$ cat src/rtl/fm_axi_master_pkg.sv
// Shared types and AXI encodings for the single-beat FM register-map initiator.
package fm_axi_master_pkg;

   typedef enum logic [2:0] {
      ST_IDLE,
      ST_WR_REQ,
      ST_WR_RESP,
      ST_RD_ADDR,
      ST_RD_DATA,
      ST_RSP
   } fm_axi_mst_state_t;

   localparam logic [1:0] AXI_RESP_OKAY   = 2'b00;
   localparam logic [1:0] AXI_RESP_SLVERR = 2'b10;
   localparam logic [1:0] AXI_RESP_DECERR = 2'b11;

   localparam logic [1:0] AXI_BURST_INCR = 2'b01;
   localparam logic [2:0] AXI_SIZE_4B    = 3'b010;

   localparam int unsigned AXI_USER_WIDTH = 1;

   // States in which the block waits on the AXI slave.
   function automatic logic is_wait_state(input fm_axi_mst_state_t s);
      return (s == ST_WR_REQ) || (s == ST_WR_RESP) || (s == ST_RD_ADDR) || (s == ST_RD_DATA);
   endfunction

endpackage

$ cat src/rtl/fm_axi_master_wdog.sv
// Per-phase watchdog for fm_axi_master; only built when FM_AXI_MASTER_TIMEOUT_EN is defined.
`ifdef FM_AXI_MASTER_TIMEOUT_EN
module fm_axi_master_wdog
   import fm_axi_master_pkg::*;
#(
   parameter int unsigned TIMEOUT_CYCLES = 1024
) (
   input  logic              clk,
   input  logic              reset,
   input  fm_axi_mst_state_t state,
   output logic              expired
);

   localparam int unsigned   CW    = $clog2(TIMEOUT_CYCLES + 1);
   localparam logic [CW-1:0] LIMIT = CW'(TIMEOUT_CYCLES - 1);

   fm_axi_mst_state_t prev_state;
   logic [CW-1:0]     count;
   logic [CW-1:0]     elapsed;
   logic              restart;

   // A state change is seen one cycle late, so the entry cycle counts as zero.
   always_comb begin
      restart = (state != prev_state);
      elapsed = restart ? '0 : count;
      expired = is_wait_state(state) && (elapsed == LIMIT);
   end

   always_ff @(posedge clk) begin
      if (reset) begin
         prev_state <= ST_IDLE;
         count      <= '0;
      end else begin
         prev_state <= state;
         if (restart) begin
            count <= CW'(1);
         end else if (count != LIMIT) begin
            count <= count + CW'(1);
         end
      end
   end

endmodule
`endif

$ cat src/rtl/fm_axi_master.sv
// Single-beat AXI4 initiator for the FM register map, driven by a command/response port.
// Optional per-phase watchdog enabled by defining FM_AXI_MASTER_TIMEOUT_EN.
module fm_axi_master
   import fm_axi_master_pkg::*;
#(
   parameter int unsigned AXI_ADDR_WIDTH   = 32,
   parameter int unsigned AXI_ID_BIT_COUNT = 6,
   parameter int unsigned AXI_ID           = 0,
   parameter int unsigned TIMEOUT_CYCLES   = 1024
) (
   input  logic                        clk_axi,
   input  logic                        reset_axi,

   input  logic                        cmd_valid,
   output logic                        cmd_ready,
   input  logic                        cmd_write,
   input  logic [AXI_ADDR_WIDTH-1:0]   cmd_addr,
   input  logic [31:0]                 cmd_wdata,
   input  logic [3:0]                  cmd_wstrb,

   output logic                        rsp_valid,
   input  logic                        rsp_ready,
   output logic [31:0]                 rsp_rdata,
   output logic [1:0]                  rsp_resp,
   output logic                        rsp_err,

   output logic [AXI_ADDR_WIDTH-1:0]   master_readMOSI_address,
   output logic [AXI_ID_BIT_COUNT-1:0] master_readMOSI_address_ID,
   output logic                        master_readMOSI_address_valid,
   output logic                        master_readMOSI_ready_for_data,
   output logic [2:0]                  master_readMOSI_protection_type,
   output logic [7:0]                  master_readMOSI_burst_length,
   output logic [2:0]                  master_readMOSI_burst_size,
   output logic [1:0]                  master_readMOSI_burst_type,
   output logic                        master_readMOSI_lock_type,
   output logic [3:0]                  master_readMOSI_cache_type,
   output logic [3:0]                  master_readMOSI_qos,
   output logic [3:0]                  master_readMOSI_region,
   output logic [AXI_USER_WIDTH-1:0]   master_readMOSI_address_user,

   input  logic                        master_readMISO_ready_for_address,
   input  logic [AXI_ID_BIT_COUNT-1:0] master_readMISO_data_ID,
   input  logic [31:0]                 master_readMISO_data,
   input  logic                        master_readMISO_data_valid,
   input  logic [1:0]                  master_readMISO_response,
   input  logic                        master_readMISO_last,
   input  logic [AXI_USER_WIDTH-1:0]   master_readMISO_data_user,

   output logic [AXI_ADDR_WIDTH-1:0]   master_writeMOSI_address,
   output logic [AXI_ID_BIT_COUNT-1:0] master_writeMOSI_address_ID,
   output logic                        master_writeMOSI_address_valid,
   output logic [AXI_ID_BIT_COUNT-1:0] master_writeMOSI_write_ID,
   output logic [31:0]                 master_writeMOSI_data,
   output logic                        master_writeMOSI_data_valid,
   output logic [3:0]                  master_writeMOSI_data_write_strobe,
   output logic                        master_writeMOSI_last,
   output logic                        master_writeMOSI_ready_for_response,
   output logic [2:0]                  master_writeMOSI_protection_type,
   output logic [7:0]                  master_writeMOSI_burst_length,
   output logic [2:0]                  master_writeMOSI_burst_size,
   output logic [1:0]                  master_writeMOSI_burst_type,
   output logic                        master_writeMOSI_lock_type,
   output logic [3:0]                  master_writeMOSI_cache_type,
   output logic [3:0]                  master_writeMOSI_qos,
   output logic [3:0]                  master_writeMOSI_region,
   output logic [AXI_USER_WIDTH-1:0]   master_writeMOSI_address_user,
   output logic [AXI_USER_WIDTH-1:0]   master_writeMOSI_data_user,

   input  logic                        master_writeMISO_ready_for_address,
   input  logic                        master_writeMISO_ready_for_data,
   input  logic [AXI_ID_BIT_COUNT-1:0] master_writeMISO_response_ID,
   input  logic                        master_writeMISO_response_valid,
   input  logic [1:0]                  master_writeMISO_response,
   input  logic [AXI_USER_WIDTH-1:0]   master_writeMISO_response_user
);

   localparam logic [AXI_ID_BIT_COUNT-1:0] ID = AXI_ID_BIT_COUNT'(AXI_ID);

   fm_axi_mst_state_t         state;
   logic [AXI_ADDR_WIDTH-1:0] addr_q;
   logic [31:0]               wdata_q;
   logic [3:0]                wstrb_q;
   logic                      arvalid_q;
   logic                      rready_q;
   logic                      awvalid_q;
   logic                      wvalid_q;
   logic                      bready_q;
   logic                      aw_done;
   logic                      w_done;
   logic                      timeout;
   logic                      unused_inputs;

`ifdef FM_AXI_MASTER_TIMEOUT_EN
   fm_axi_master_wdog #(
      .TIMEOUT_CYCLES(TIMEOUT_CYCLES)
   ) u_wdog (
      .clk    (clk_axi),
      .reset  (reset_axi),
      .state  (state),
      .expired(timeout)
   );
`else
   assign timeout = 1'b0;
`endif

   assign unused_inputs = ^{master_readMISO_data_user, master_writeMISO_response_user,
                            (TIMEOUT_CYCLES == 0)};

   // AW and W complete independently; a channel counts as done once its VALID has dropped.
   always_comb begin
      aw_done = !awvalid_q || master_writeMISO_ready_for_address;
      w_done  = !wvalid_q  || master_writeMISO_ready_for_data;
   end

   always_ff @(posedge clk_axi) begin
      if (reset_axi) begin
         state     <= ST_IDLE;
         cmd_ready <= 1'b0;
         rsp_valid <= 1'b0;
         rsp_rdata <= '0;
         rsp_resp  <= '0;
         rsp_err   <= 1'b0;
         addr_q    <= '0;
         wdata_q   <= '0;
         wstrb_q   <= '0;
         arvalid_q <= 1'b0;
         rready_q  <= 1'b0;
         awvalid_q <= 1'b0;
         wvalid_q  <= 1'b0;
         bready_q  <= 1'b0;
      end else if (timeout) begin
         arvalid_q <= 1'b0;
         rready_q  <= 1'b0;
         awvalid_q <= 1'b0;
         wvalid_q  <= 1'b0;
         bready_q  <= 1'b0;
         rsp_rdata <= '0;
         rsp_resp  <= AXI_RESP_SLVERR;
         rsp_err   <= 1'b1;
         rsp_valid <= 1'b1;
         state     <= ST_RSP;
      end else begin
         case (state)
            ST_IDLE: begin
               cmd_ready <= 1'b1;
               if (cmd_valid && cmd_ready) begin
                  cmd_ready <= 1'b0;
                  addr_q    <= cmd_addr;
                  wdata_q   <= cmd_wdata;
                  wstrb_q   <= cmd_wstrb;
                  rsp_rdata <= '0;
                  rsp_resp  <= AXI_RESP_OKAY;
                  rsp_err   <= 1'b0;
                  if (cmd_write) begin
                     awvalid_q <= 1'b1;
                     wvalid_q  <= 1'b1;
                     state     <= ST_WR_REQ;
                  end else begin
                     arvalid_q <= 1'b1;
                     state     <= ST_RD_ADDR;
                  end
               end
            end
            ST_WR_REQ: begin
               if (awvalid_q && master_writeMISO_ready_for_address) awvalid_q <= 1'b0;
               if (wvalid_q && master_writeMISO_ready_for_data) wvalid_q <= 1'b0;
               if (aw_done && w_done) begin
                  bready_q <= 1'b1;
                  state    <= ST_WR_RESP;
               end
            end
            ST_WR_RESP: begin
               if (master_writeMISO_response_valid) begin
                  bready_q  <= 1'b0;
                  rsp_resp  <= master_writeMISO_response;
                  rsp_err   <= (master_writeMISO_response_ID != ID);
                  rsp_valid <= 1'b1;
                  state     <= ST_RSP;
               end
            end
            ST_RD_ADDR: begin
               if (master_readMISO_ready_for_address) begin
                  arvalid_q <= 1'b0;
                  rready_q  <= 1'b1;
                  state     <= ST_RD_DATA;
               end
            end
            ST_RD_DATA: begin
               if (master_readMISO_data_valid) begin
                  rready_q  <= 1'b0;
                  rsp_rdata <= master_readMISO_data;
                  rsp_resp  <= master_readMISO_response;
                  rsp_err   <= (master_readMISO_data_ID != ID) || !master_readMISO_last;
                  rsp_valid <= 1'b1;
                  state     <= ST_RSP;
               end
            end
            ST_RSP: begin
               if (rsp_ready) begin
                  rsp_valid <= 1'b0;
                  cmd_ready <= 1'b1;
                  state     <= ST_IDLE;
               end
            end
            default: state <= ST_IDLE;
         endcase
      end
   end

   assign master_readMOSI_address         = addr_q;
   assign master_readMOSI_address_ID      = ID;
   assign master_readMOSI_address_valid   = arvalid_q;
   assign master_readMOSI_ready_for_data  = rready_q;
   assign master_readMOSI_protection_type = '0;
   assign master_readMOSI_burst_length    = '0;
   assign master_readMOSI_burst_size      = AXI_SIZE_4B;
   assign master_readMOSI_burst_type      = AXI_BURST_INCR;
   assign master_readMOSI_lock_type       = 1'b0;
   assign master_readMOSI_cache_type      = '0;
   assign master_readMOSI_qos             = '0;
   assign master_readMOSI_region          = '0;
   assign master_readMOSI_address_user    = '0;

   assign master_writeMOSI_address            = addr_q;
   assign master_writeMOSI_address_ID         = ID;
   assign master_writeMOSI_address_valid      = awvalid_q;
   assign master_writeMOSI_write_ID           = ID;
   assign master_writeMOSI_data               = wdata_q;
   assign master_writeMOSI_data_valid         = wvalid_q;
   assign master_writeMOSI_data_write_strobe  = wstrb_q;
   assign master_writeMOSI_last               = 1'b1;
   assign master_writeMOSI_ready_for_response = bready_q;
   assign master_writeMOSI_protection_type    = '0;
   assign master_writeMOSI_burst_length       = '0;
   assign master_writeMOSI_burst_size         = AXI_SIZE_4B;
   assign master_writeMOSI_burst_type         = AXI_BURST_INCR;
   assign master_writeMOSI_lock_type          = 1'b0;
   assign master_writeMOSI_cache_type         = '0;
   assign master_writeMOSI_qos                = '0;
   assign master_writeMOSI_region             = '0;
   assign master_writeMOSI_address_user       = '0;
   assign master_writeMOSI_data_user          = '0;

endmodule

$ cat config.mk
export PLATFORM = sky130hd
export DESIGN_NAME = fm_axi_master
export DESIGN_NICKNAME = d
export VERILOG_FILES = /design/src/rtl/fm_axi_master_pkg.sv /design/src/rtl/fm_axi_master_wdog.sv /design/src/rtl/fm_axi_master.sv
export SDC_FILE = /design/constraint.sdc
export NUM_CORES = 1
export LEC_CHECK = 0
export ABC_AREA = 1
export CORE_AREA = 2 2 137 139
export CTS_CLUSTER_SIZE = 14
export DETAILED_ROUTE_END_ITERATION = 6
export DIE_AREA = 0 0 139 141
export MAX_ROUTING_LAYER = met4
export PLACE_DENSITY = 0.63
export SLEW_MARGIN = 40
export SYNTH_ARGS = -nofsm -noshare
export SYNTH_HDL_FRONTEND = slang
export SYNTH_SLANG_ARGS = --single-unit
$ cat constraint.sdc
create_clock -name clk_axi -period 3.1 [get_ports clk_axi]
set_clock_uncertainty 0.2 [all_clocks]
set_input_delay 0.62 -clock clk_axi [delete_from_list [all_inputs] [get_ports clk_axi]]
set_output_delay 0.62 -clock clk_axi [all_outputs]
set_load 0.02 [all_outputs]
### Yosys cells after proc, flatten, opt, wreduce, memory -nomap -nowiden

Cells that the tools add are included.

| cells by class | value |
|---|---|
| eq/ne operators | 15 |
| mux-type cells | 42 |
| reductions and logical operators | 32 |

Operator list:

| operator | number |
|---|---|
| $mux W32 | 2 |
| $pmux W32 S2 | 1 |
| $ne A2 B2 Y1 const B | 10 |
| $reduce_and A4 Y1 | 5 |
| $mux W1 | 19 |
| $mux W3 | 6 |
| $pmux W3 S6 | 1 |
| $pmux W1 S2 | 6 |
| $reduce_bool A2 Y1 | 6 |
| $reduce_bool A6 Y1 | 2 |
| $reduce_and A3 Y1 | 3 |
| $mux W2 | 4 |
| $eq A3 B2 Y1 const B | 2 |
| $eq A3 B3 Y1 const B | 2 |
| $pmux W1 S3 | 2 |
| $pmux W2 S3 | 1 |
| $reduce_and A6 Y1 | 1 |
| $reduce_bool A3 Y1 | 2 |
| $logic_and A1 B1 Y1 | 4 |
| $reduce_and A2 Y1 | 2 |
| $eq A3 B1 Y1 const B | 1 |
| $logic_not A1 Y1 | 3 |
| $logic_not A3 Y1 | 1 |
| $logic_or A1 B1 Y1 | 3 |

| word-level totals | value |
|---|---|
| flip-flop bits (word level) | 113 |
| bits of input ports | 129 |
| output and inout bits | 222 |
| logic and storage cells | 103 |

### Longest topological paths before layout

Gate-level depths: netlist of run 1.

| depth | value |
|---|---|
| depth after elaboration | 5 |
| depth in mapped cells | 10 |
| depth with buffers taken out | 10 |

### Least setup slack after synthesis of run 1

No wires, ideal clock.

| path | value |
|---|---|
| path type | input-to-reg |
| start point | input reset_axi |
| end point | register wdata_q[0], in the netlist master_writeMOSI_data[0] |
| library setup time | 0.132 ns |
| arrival time | 1.442 ns |
| data required time | 2.768 ns |
| path slack | 1.325 ns |
| stages | 4 |
| buffers on the path | 3 |
| cells stage by stage | clkbuf_1 > clkbuf_1 > clkbuf_1 > a21oi_1 |

RTL lines:

| what | line | text |
|---|---|---|
| start: declaration | fm_axi_master.sv:12 | `input logic reset_axi,` |
| end signal: assignment | fm_axi_master.sv:149 | `wdata_q <= cmd_wdata;` |
| end: declaration | fm_axi_master.sv:81 | `logic [31:0] wdata_q;` |

No word-level cell between the ends.

### Worst setup path after layout of run 1

| path | value |
|---|---|
| start point | register awvalid_q, in the netlist master_writeMOSI_address_valid |
| end point | output master_writeMOSI_address_valid |

RTL lines:

| what | line | text |
|---|---|---|
| start: declaration | fm_axi_master.sv:85 | `logic awvalid_q;` |
| start signal: assignment | fm_axi_master.sv:128 | `awvalid_q <= 1'b0;` |
| start signal: assignment | fm_axi_master.sv:134 | `awvalid_q <= 1'b0;` |
| start signal: assignment | fm_axi_master.sv:155 | `awvalid_q <= 1'b1;` |
| end: declaration | fm_axi_master.sv:51 | `output logic master_writeMOSI_address_valid,` |

No word-level cell between the ends.

==> results.toml, run 1 <==
[placement]
numPortBuffers = 268
place_congestion = 0.794
dpl.hpwl_um = 10700
pre_cts_ws_ns = 0.542

[die]
die_w_um = 139
rows = 50
ioPinCount = 351
dieArea_um2 = 19600
design.core.area_um2 = 18300
die_h_um = 141
initial_utilization_pct = 28.4

[clock_tree]
cts_setup_buffers = 0
clkTransAtPathRegs_ns = 0.05
clockRootBuffer = "clkbuf_16"
htree_levels = 4
ctsResizeCount = 0
cts_tree = "built"
max-clock-path-buffers = 2
cts_buffers = 17
clock_latency_ns = 0.40
clock_sinks = 113
cts_hold_buf = 0

[sta]
slew_violations = 0
period_needed_ns = 2.29
rsz0062_at_grt = "false"
fin_ws_ns = 0.812
slew_headroom_pct = 65.3
worst_slew_pin_slew_ns = 0.521
min_period_over_period_pct = 73.8
clock.fmax_mhz = 437
hold_viol_final = 0
fin_setup_tns_ns = 0
finalSetupViolations = 0

[global_routing]
grt_overflow = 0
grtUsageTotal_pct = 15.3
antenna_found_initial = 0
grt_max_degree = 66
grt_pass1_wl_um = 23500
grt_pass1_vias = 4529

[worst_setup_path]
slowest_stage = "clkdlybuf4s50_1"
crit_chain = "clkdlybuf4s50_1"
path_max_fanout = 3
cp-start-kind = "flop"
crit_type = "reg2out"
reg2reg_slack_ns = 1.02
arrival_ns = 1.47
setup.worst_path.start = "master_writeMOSI_address_valid"
r2r-start = "state[1]"
worst_setup_path_end_kind = "output pin"
cp_top_family = "buffers and inverters"
cp.required_ns = 2.28
crit_buf_inv = 1
max_stage_delay_ns = 0.71

[drt]
wl_um = 15200
drc_errors = 0
wl_per_cell_um = 13.3
drt-initial-drc-count = 240
dr.pass1.iters = 5
ant_nets = 0
vias = 4893
vias_per_cell = 4.28

[layout]
fill_cells = 1860
final_common_cell = "clkdlybuf4s50_1"
nNetsFinal = 1026
diodes = 0
syn_to_final_growth_pct = 54.6
layout-drive-gt1-share_pct = 5.82
final_cell_mix = "267 x clkdlybuf4s50_1, 165 x nand2_1, 113 x dfxtp_1"

[synthesis]
ys_warn_count = 0
synth.distinct_cells = 29
ys_ff_latch = 113
synth_area_leader_cell = "dfxtp_1"
synth_edf_count = 0
yosysTopAreaCellShare_pct = 43.6
syn-mean-instance-area_um2 = 7.66
synthesis.area_um2 = 5190
yosys-top-cells-area = "dfxtp_1 44%, buf_4 18%, nand2_1 12%, a21oi_1 10%, nand3_1 3.7%"
synthArstFlopShare_pct = 0
yosysSeqAreaShare_pct = 43.6
syn-instance-count = 677
ys.flop_type = "dfxtp_1"

[power_and_ir_drop]
leakage_nw = 2.98
total_power_mw = 5.59
powerDensity_nw_per_um2 = 697
peakVddDrop_mv = 0.456

[hold_path]
min_from = "master_writeMOSI_data[24]"
hold_path_class = "reg2reg"

[status]
status = "finished clean"

[run]
maxCapViolCount = 0
[path summary, 6_finish.rpt]
| kind | cells after the start | to |
|---|---|---|
| worst max-delay path | 1 | master_writeMOSI_address_valid |
| worst min-delay path | 2 | master_writeMOSI_data[24] |
| worst min register to register | 2 | master_writeMOSI_data[24] |
| worst max register to register | 9 | rsp_rdata[4] |
[kinds of logic (layout without fill, tap and decap cells)]
group                  Yosys count  count (layout)  synth area share (%)
AOI/OAI and AO/OA              149             149                  14.7
and+or+nand+nor                243             243                  19.6
buffers and inverters          170             325                  22.0
other                            2              80                 0.145
DFF                            113             113                  43.6
[layer usage]
| metal | part of all wire [%] | vias up | GRT usage (%) | wire (um) |
|---|---|---|---|---|
| met5 | 0 | - | - | 0 |
| met4 | 1.7 | 0 | 5.64 | 259 |
| met3 | 8.6 | 17 | 5.16 | 1310 |
| met2 | 47 | 234 | 23.9 | 7100 |
| met1 | 43 | 2196 | 18.6 | 6560 |
| li1 | - | 2446 | - | - |
[flip-flops by register name, summed over array words and instances, names as in the netlist, 2 cells and up]
register,cells
rsp_rdata,32
master_writeMOSI_data,32
rsp_resp,2
state,3
master_writeMOSI_data_write_strobe,4
master_readMOSI_address,32
[per-stage QoR]
step           std cells  util [%]  hold slack (ns)  area (um^2)
2_1_floorplan        755         -            0.340         5480
3_3_place_gp        1112      40.9            0.252         7470
3_5_place_dp        1112      40.9            0.255         7470
4_1_cts             1144      43.9            0.264         8020
5_1_grt             1144      43.9            0.280         8020
6_report            1144      43.9            0.261         8020
[layout make-up]
class	count	area [um^2]	area share [%]
Multi-Input combinational cell	472	2080	25.9
Tap cell	234	293	3.65
Inverter	18	70.1	0.874
Clock inverter	14	118	1.47
Timing Repair Buffer	275	2770	34.5
Clock buffer	18	429	5.35
Sequential cell	113	2260	28.2
[where the power goes]
group	total, mW	switching, mW	internal (mW)
clock network	1.80	0.704	1.10
logic	2.02	1.24	0.781
registers	1.77	0.131	1.63
[cell usage after synthesis (3+ instances only)]
cell type and n:
inv_1 13, nand2_2 3, clkbuf_1 12, buf_6 3, inv_2 4, o21ai_0 33, buf_4 122, nand3_1 38
clkbuf_2 3, nor2_1 28, dfxtp_1 113, o21ai_1 4, buf_2 12, a21oi_1 106, nand2_1 165
(Power assumes the default switching activity.)
==> inputs of run 2 (changes only) <==
--- a/config.mk
+++ b/config.mk
@@ -6,12 +6,12 @@
 export NUM_CORES = 1
 export LEC_CHECK = 0
 export ABC_AREA = 1
-export CORE_AREA = 2 2 137 139
+export CORE_AREA = 2 2 135 137
 export CTS_CLUSTER_SIZE = 14
 export DETAILED_ROUTE_END_ITERATION = 6
-export DIE_AREA = 0 0 139 141
+export DIE_AREA = 0 0 137 139
 export MAX_ROUTING_LAYER = met4
-export PLACE_DENSITY = 0.63
+export PLACE_DENSITY = 0.65
 export SLEW_MARGIN = 40
 export SYNTH_ARGS = -nofsm -noshare
 export SYNTH_HDL_FRONTEND = slang
==> constraint.sdc (replaced) <==
create_clock -name clk_axi -period 2.37 [get_ports clk_axi]
set_clock_uncertainty 0.2 [all_clocks]
set_input_delay 0.474 -clock clk_axi [delete_from_list [all_inputs] [get_ports clk_axi]]
set_output_delay 0.474 -clock clk_axi [all_outputs]
set_load 0.02 [all_outputs]
==> run 2 against run 1 <==
Against the previous run: register-to-register slack worse by 0.49 ns; critical endpoint is now cmd_ready; first-iteration DRC count is 29% lower; critical path type unchanged; critical path depth stayed put.
==> results.toml, run 2 (synthesis gave the netlist of run 1 again) <==
[placement]
numPortBuffers = 268
place_inst = 1112
pre_cts_ws_ns = 0.205
dpl.hpwl_um = 11000
place_congestion = 0.793

[global_routing]
antenna_found_initial = 0
grt_overflow = 0
grtUsageTotal_pct = 16.1
grt_pass1_wl_um = 23300
grt_pass1_vias = 4486
grt_max_degree = 47

[clock_tree]
htree_levels = 4
clockRootBuffer = "clkbuf_16"
clock_sinks = 113
max-clock-path-buffers = 2
cts_buffers = 17
ctsResizeCount = 0
cts_tree = "built"
cts_setup_buffers = 0
cts_hold_buf = 0
clkTransAtPathRegs_ns = 0.05
clock_latency_ns = 0.41

[sta]
fin_ws_ns = 0.251
min_period_over_period_pct = 89.4
worst_slew_pin_slew_ns = 0.504
slew_headroom_pct = 66.4
period_needed_ns = 2.12
clock.fmax_mhz = 472
finalHoldWorstSlack_ns = 0.261
rsz0062_at_grt = "false"
finalSetupViolations = 0
hold_viol_final = 0
fin_setup_tns_ns = 0
slew_violations = 0

[layout]
nNetsFinal = 1031
final_cell_mix = "267 x clkdlybuf4s50_1, 165 x nand2_1, 113 x dfxtp_1"
layout-drive-gt1-share_pct = 6.34
syn_to_final_growth_pct = 56.4
final_common_cell = "clkdlybuf4s50_1"
instances_no_fill = 1144
diodes = 0

[drt]
vias_per_cell = 4.30
wl_per_cell_um = 13.5
drc_errors = 0
wl_um = 15400
vias = 4923
ant_nets = 0
dr.pass1.iters = 5
drt-initial-drc-count = 171

[worst_setup_path]
cp-start-kind = "flop"
setup.worst_path.start = "cmd_ready"
cp.required_ns = 1.70
max_stage_delay_ns = 0.69
cp_top_family = "buffers and inverters"
r2r-start = "state[1]"
crit_chain = "clkdlybuf4s50_1"
slowest_stage = "clkdlybuf4s50_1"
crit_type = "reg2out"
crit_buf_inv = 1
worst_setup_path_end_kind = "output pin"
arrival_ns = 1.44
path_max_fanout = 3

[die]
rows = 49
ioPinCount = 351
design.core.area_um2 = 17700
initial_utilization_pct = 29.4
dieArea_um2 = 19000
die_h_um = 139
die_w_um = 137

[power_and_ir_drop]
leakage_nw = 3.03
peakVddDrop_mv = 0.524
total_power_mw = 7.62
powerDensity_nw_per_um2 = 940

[hold_path]
min_from = "reset_axi"
hold_path_class = "in2reg"

[status]
status = "finished clean"

[run]
maxCapViolCount = 0
[run 2: cell count changes in the layout (fill, tap and decap cells not counted)]
cell | before | now
bufinv_16 | 1 | 3
clkinv_2 | 6 | 5
buf_12 | 3 | 4
clkinvlp_4 | 3 | 2
buf_4 | 5 | 9
[run 2: final timing paths]
path	end	slack (ns)	depth (start not counted)
worst max-delay path	cmd_ready	0.25	1
worst min-delay path	master_readMOSI_address[6]	0.26	2
worst max register to register	master_writeMOSI_data[12]	0.53	7
worst min register to register	master_writeMOSI_data[17]	0.26	2
[run 2: layout make-up]
cell class	instances	area, um^2
Tap cell	229	287
Fill cell	1752	9550
Inverter	18	70.1
Clock inverter	14	165
Sequential cell	113	2260
Clock buffer	18	429
Timing Repair Buffer	280	2820
Multi-Input combinational cell	472	2080
[run 2: per-layer routing]
layer / up-vias / track usage (%) / wire, um
met3: 13 / 5.26 / 1440
met1: 2225 / 18.6 / 6420
met2: 226 / 26.1 / 7430
met5: - / - / 0
met4: 0 / 5.37 / 160
li1: 2459 / - / -
[run 2: power breakdown]
part / total [mW] / switching (mW) / leakage [nW] / internal [mW]
logic: 2.73 / 1.65 / 1.83 / 1.08
registers: 2.31 / 0.171 / 0.916 / 2.14
clock network: 2.58 / 0.929 / 0.290 / 1.65
[run 2: through the flow]
| step | cell area (um^2) | utilization [%] |
|---|---|---|
| CTS | 8110 | 45.9 |
| detailed placement | 7520 | 42.6 |
| finish | 8110 | 45.9 |
| global route | 8110 | 45.9 |
| global placement | 7520 | 42.6 |
| floorplan | 5480 | - |
